File: src/rtl/dist_ram_lane.sv
// One lane of the upsizing FIFO: simple dual-port distributed RAM,
// synchronous write, asynchronous (combinational) read. No reset on contents.
module dist_ram_lane #(
  parameter int WIDTH      = 16,
  parameter int ADDR_WIDTH = 5
) (
  input  logic                  clk,
  input  logic                  we,
  input  logic [ADDR_WIDTH-1:0] wr_addr,
  input  logic [WIDTH-1:0]      wr_data,
  input  logic [ADDR_WIDTH-1:0] rd_addr,
  output logic [WIDTH-1:0]      rd_data
);

  localparam int DEPTH = 1 << ADDR_WIDTH;

  logic [WIDTH-1:0] mem [DEPTH];

  // Write port: store on the rising edge when enabled.
  always_ff @(posedge clk) begin
    if (we) mem[wr_addr] <= wr_data;
  end

  assign rd_data = mem[rd_addr];

endmodule

File: src/rtl/upsize_dist_ram_fifo.sv
// Width-converting FIFO: narrow writes are packed lane by lane into wide
// entries; a wide entry becomes readable (first-word-fall-through) once its
// last lane is written. Lane 0 holds the first narrow word (LSBs).
module upsize_dist_ram_fifo #(
  parameter  int IN_WIDTH   = 16,
  parameter  int RATIO      = 4,
  parameter  int ADDR_WIDTH = 5,
  localparam int DEPTH      = 1 << ADDR_WIDTH,
  localparam int OUT_WIDTH  = IN_WIDTH * RATIO,
  localparam int LANE_W     = (RATIO > 2) ? $clog2(RATIO) : 1
) (
  input  logic                  clk,
  input  logic                  rst_n,
  input  logic                  wr_en,
  input  logic [IN_WIDTH-1:0]   wr_data,
  output logic                  full,
  input  logic                  rd_en,
  output logic [OUT_WIDTH-1:0]  rd_data,
  output logic                  empty,
  output logic [ADDR_WIDTH:0]   count,
  output logic [LANE_W-1:0]     lane_fill,
  output logic                  wr_err,
  output logic                  rd_err
);

  localparam logic [LANE_W-1:0]   LAST_LANE = LANE_W'(RATIO - 1);
  localparam logic [ADDR_WIDTH:0] COUNT_MAX = (ADDR_WIDTH + 1)'(DEPTH);

  logic [ADDR_WIDTH-1:0] wr_addr;
  logic [ADDR_WIDTH-1:0] rd_addr;
  logic [LANE_W-1:0]     lane;
  logic                  wr_acc;
  logic                  rd_acc;
  logic                  commit;

  // Flags come only from registered count, so they never glitch on inputs.
  assign empty     = (count == '0);
  assign full      = (count == COUNT_MAX);
  assign lane_fill = lane;

  assign wr_acc = wr_en && !full;
  assign rd_acc = rd_en && !empty;
  assign commit = wr_acc && (lane == LAST_LANE);

  // Pointers, lane counter, committed-word count and error pulses.
  always_ff @(posedge clk or negedge rst_n) begin
    if (!rst_n) begin
      wr_addr <= '0;
      rd_addr <= '0;
      lane    <= '0;
      count   <= '0;
      wr_err  <= 1'b0;
      rd_err  <= 1'b0;
    end else begin
      wr_err <= wr_en && full;
      rd_err <= rd_en && empty;
      if (wr_acc) begin
        if (lane == LAST_LANE) begin
          lane    <= '0;
          wr_addr <= wr_addr + 1'b1;
        end else begin
          lane <= lane + 1'b1;
        end
      end
      if (rd_acc) rd_addr <= rd_addr + 1'b1;
      if (commit && !rd_acc) count <= count + 1'b1;
      else if (!commit && rd_acc) count <= count - 1'b1;
    end
  end

  // One RAM per lane; only the lane currently being filled is written.
  for (genvar k = 0; k < RATIO; k++) begin : g_lane
    dist_ram_lane #(
      .WIDTH      (IN_WIDTH),
      .ADDR_WIDTH (ADDR_WIDTH)
    ) u_lane (
      .clk     (clk),
      .we      (wr_acc && (lane == LANE_W'(k))),
      .wr_addr (wr_addr),
      .wr_data (wr_data),
      .rd_addr (rd_addr),
      .rd_data (rd_data[k*IN_WIDTH +: IN_WIDTH])
    );
  end

endmodule

File: config.mk
export PLATFORM = sky130hd
export DESIGN_NAME = upsize_dist_ram_fifo
export DESIGN_NICKNAME = d
export VERILOG_FILES = /design/src/rtl/dist_ram_lane.sv /design/src/rtl/upsize_dist_ram_fifo.sv
export SDC_FILE = /design/constraint.sdc
export NUM_CORES = 2
export LEC_CHECK = 0
export CAP_MARGIN = 10
export CORE_MARGIN = 3
export CORE_UTILIZATION = 50
export CTS_CLUSTER_DIAMETER = 80
export CTS_CLUSTER_SIZE = 14
export DETAILED_ROUTE_END_ITERATION = 7
export HOLD_SLACK_MARGIN = 0.12
export PLACE_DENSITY = 0.76
export SETUP_SLACK_MARGIN = 0.4
export SKIP_CTS_REPAIR_TIMING = 1
export SYNTH_ARGS = -nofsm -noshare
export SYNTH_HDL_FRONTEND = slang
export SYNTH_SLANG_ARGS = --single-unit
File: constraint.sdc
create_clock -name clk -period 3.1 [get_ports clk]
set_input_delay 0.62 -clock clk [delete_from_list [all_inputs] [get_ports clk]]
set_output_delay 0.62 -clock clk [all_outputs]
set_load 0.005 [all_outputs]
==> impl_metrics.env <==
export IMPL_rrSetupSlack_ns=0.36
export IMPL_final_hold_viol_count=0
export IMPL_yosysTopAreaCellShare_pct=77.4
export IMPL_grt_busiest_layer="met2"
export IMPL_slew_viol_final=0
export IMPL_finalCriticalPeriod_ns=4.13
export IMPL_cp_required_ns=2.48
export IMPL_layout_common_cells="edfxtp_1 (2048), mux4_2 (361), buf_4 (348)"
export IMPL_postRouteAntennaNets=0
export IMPL_hpwlAfterDp_mm=124
export IMPL_synthTopCellsByArea="edfxtp_1 (77%), mux4_2 (10%), mux2i_1 (2.9%), a22oi_1 (1.4%), mux2_2 (1.0%)"
export IMPL_yosysWarnings=0
export IMPL_crit_path_end="rd_data[28]"
export IMPL_vias_per_cell=6.44
export IMPL_stdcell_count=6482
export IMPL_placed_cells_incl_taps=6176
export IMPL_dieArea_mm2=0.164
export IMPL_grt_usage_pct=24.7
export IMPL_coreArea_mm2=0.157
export IMPL_cts_tree="built"
export IMPL_cap_violations=0
export IMPL_h_tree_depth=4
export IMPL_powerDensity_mw_per_mm2=860
export IMPL_violations="setup timing"
export IMPL_worst_setup_path_start_kind="flip-flop"
export IMPL_clock_tree_buffer_depth=3
export IMPL_grt_antenna_before_repair=6
export IMPL_start_util_pct=50.6
export IMPL_yosysTopAreaCell="edfxtp_1"
export IMPL_drcViolationCount=0
export IMPL_power_leakage_nw=31.0
export IMPL_clk_latency_ns=0.82
export IMPL_grt_pass1_wl_mm=290
export IMPL_gr_usage_met2_pct=38.7
export IMPL_nets=4411
export IMPL_cp_arrival_ns=3.51
export IMPL_cts_root_buf="clkbuf_16"
export IMPL_final_common_cell="edfxtp_1"
export IMPL_dr_total_vias=41800
export IMPL_crit_start="rd_addr[1]$_DFFE_PN0P_"
export IMPL_wire_per_inst_um=32.1
export IMPL_use_met1_pct=34.7
export IMPL_area_growth_pct=19.5
export IMPL_r2r_end="count[5]$_DFFE_PN0P_"
export IMPL_min_period_over_period_pct=133
export IMPL_min_path_type="input pin to flip-flop"
export IMPL_syn_area_mm2=0.0794
export IMPL_clkTransAtPathRegs_ns=0.07
export IMPL_syn_nets=3792
export IMPL_ff2ff_path_depth=12
export IMPL_dr_pass1_iters=7
export IMPL_rsz0062_at_grt="yes"
export IMPL_power_mw=81.6
export IMPL_fin_skew_ns=0.0388
export IMPL_grtUsageMet3_pct=5.08
export IMPL_setup_slack_ns=-1.03
export IMPL_max_vdd_ir_drop_v=0.000763
export IMPL_fin_util_pct=60.5
export IMPL_tightest_slew_ns=0.978
export IMPL_max_freq_ghz=0.242
export IMPL_yosysSeqAreaShare_pct=78.1
export IMPL_grt_max_degree=129
export IMPL_r2r_start="count[3]$_DFFE_PN0P_"
export IMPL_hold_slack_ns=0.165
export IMPL_grt_pass1_vias=41400
export IMPL_syn_avg_cell_area_um2=21.1
export IMPL_drive_gt1_share_pct=35.1
export IMPL_synth_seq_cells=2068
export IMPL_wl_mm=208
export IMPL_io_buffers=95
export IMPL_nFillCells=10100
export IMPL_drt_iter0_markers=6516
export IMPL_gp_congestion=0.864
export IMPL_cts_sinks=2068
export IMPL_worstPathMaxFanout=12
export IMPL_synth_main_ff_cell="edfxtp_1"
export IMPL_synth_edf_count=2048
export IMPL_worstSetupEndpointType="primary output"
export IMPL_status="finished, violations left"
export IMPL_ys_async_sr_fraction_pct=0.967
export IMPL_setup_violations=64
export IMPL_maxSlewHeadroom_pct=34.6
export IMPL_overflow=0
export IMPL_path_class="flip-flop to primary output"
export IMPL_synth_distinct_cells=52
export IMPL_rows=145
export IMPL_die_y_um=405
export IMPL_io_pins=96
export IMPL_cts_buffers=165
export IMPL_fp_dieW_um=405
export IMPL_syn_inst=3757
worst max-delay path, stage by stage, from the launching register on:
cell             delay [ns]
dfrtp_4                0.57
buf_12                 0.18
buf_12                 0.15
buf_4                  0.14
mux4_2                 0.29
a22oi_1                0.33
and3_1                 0.30
nor3_4                 0.08
buf_4                  0.17
clkdlybuf4s50_1        0.46
final cells by class:
| cell class | instances | area, um^2 | share of cell area [%] |
|---|---|---|---|
| flip-flops and latches | 2068 | 62000 | 65.4 |
| multi-input cells | 1463 | 17800 | 18.8 |
| repair buffers | 666 | 7950 | 8.38 |
| clock buffers | 196 | 4250 | 4.47 |
| well taps | 2058 | 2570 | 2.71 |
| clock inverters | 16 | 231 | 0.244 |
| inverters | 12 | 52.6 | 0.0554 |
| diodes | 3 | 7.51 | 0.00791 |
sequential cells by signal (all words and copies together) (netlist names):
signal,cells
lane_fill,2
rd_err,1
rd_addr,5
wr_addr,5
count,6
wr_err,1
g_lane.u_lane.mem,2048
cell families after synthesis:
logic type,share of synthesized area (%)
flops,78.1
mux,14.2
simple gates,2.60
compound gates,3.03
buf+inv,1.68
fa+ha+maj,0.246
xor+xnor,0.143
layer usage:
layer	share of wire (%)	wire length, um	vias up
met2	49	101000	2760
met3	11	23700	403
met5	0.011	23	-
met1	37	76200	21800
met4	3.5	7260	4
li1	-	-	16800
power by group:
part / internal (mW) / total (mW) / switching (mW)
Clock: 9.65 / 19.0 / 9.34
Combinational: 15.3 / 30.8 / 15.6
Sequential: 31.4 / 31.8 / 0.400
synth_stat cells (2+ instances only):
cell type and instances:
buf_4 43, a221oi_1 35, o22ai_1 97, nand4_1 3, nand3b_1 3, a21o_1 2
mux4_2 361, buf_1 7, nor4b_1 2, mux2_2 73, nor4_1 24, or4_1 2
buf_6 28, clkbuf_1 53, dfrtp_1 20, nor2b_1 8, a21oi_1 2, ha_1 14
nor3_1 36, clkbuf_4 4, o22a_1 29, buf_2 79, and3_1 35, inv_1 11
edfxtp_1 2048, nand2_1 125, o21ai_0 8, nor4bb_1 2, xor2_1 3, mux2i_1 234
and4b_1 2, xnor2_1 10, nand3_1 18, a22oi_1 151, nor2_1 159, nor4_2 10
how the worst min path moves through the flow:
| stage | startpoint | slack [ns] | depth (start not counted) | endpoint |
|---|---|---|---|---|
| after floorplan | rst_n | 0.32 | 0 | count[0]$_DFFE_PN0P_ |
| after global placement | wr_addr[3]$_DFFE_PN0P_ | 0.52 | 1 | wr_addr[3]$_DFFE_PN0P_ |
| after detailed placement | wr_addr[3]$_DFFE_PN0P_ | 0.53 | 1 | wr_addr[3]$_DFFE_PN0P_ |
| after CTS | wr_data[4] | 0.12 | 1 | g_lane[3].u_lane.mem[18][4]$_DFFE_PP_ |
| after global routing | wr_data[4] | 0.16 | 1 | g_lane[3].u_lane.mem[16][4]$_DFFE_PP_ |
| final | wr_data[4] | 0.17 | 1 | g_lane[3].u_lane.mem[16][4]$_DFFE_PP_ |
metrics by stage:
stage	setup WS [ns]	cell area (um^2)	TNS, ns
2_1_floorplan	0.424	79400	0
3_3_place_gp	-0.687	87600	-14.82
3_5_place_dp	-0.718	87600	-16.27
4_1_cts	-1.61	92100	-73.62
5_1_grt	-1.09	94900	-46.73
6_report	-1.03	94900	-41.79
Power figures use the tool's default switching activity.
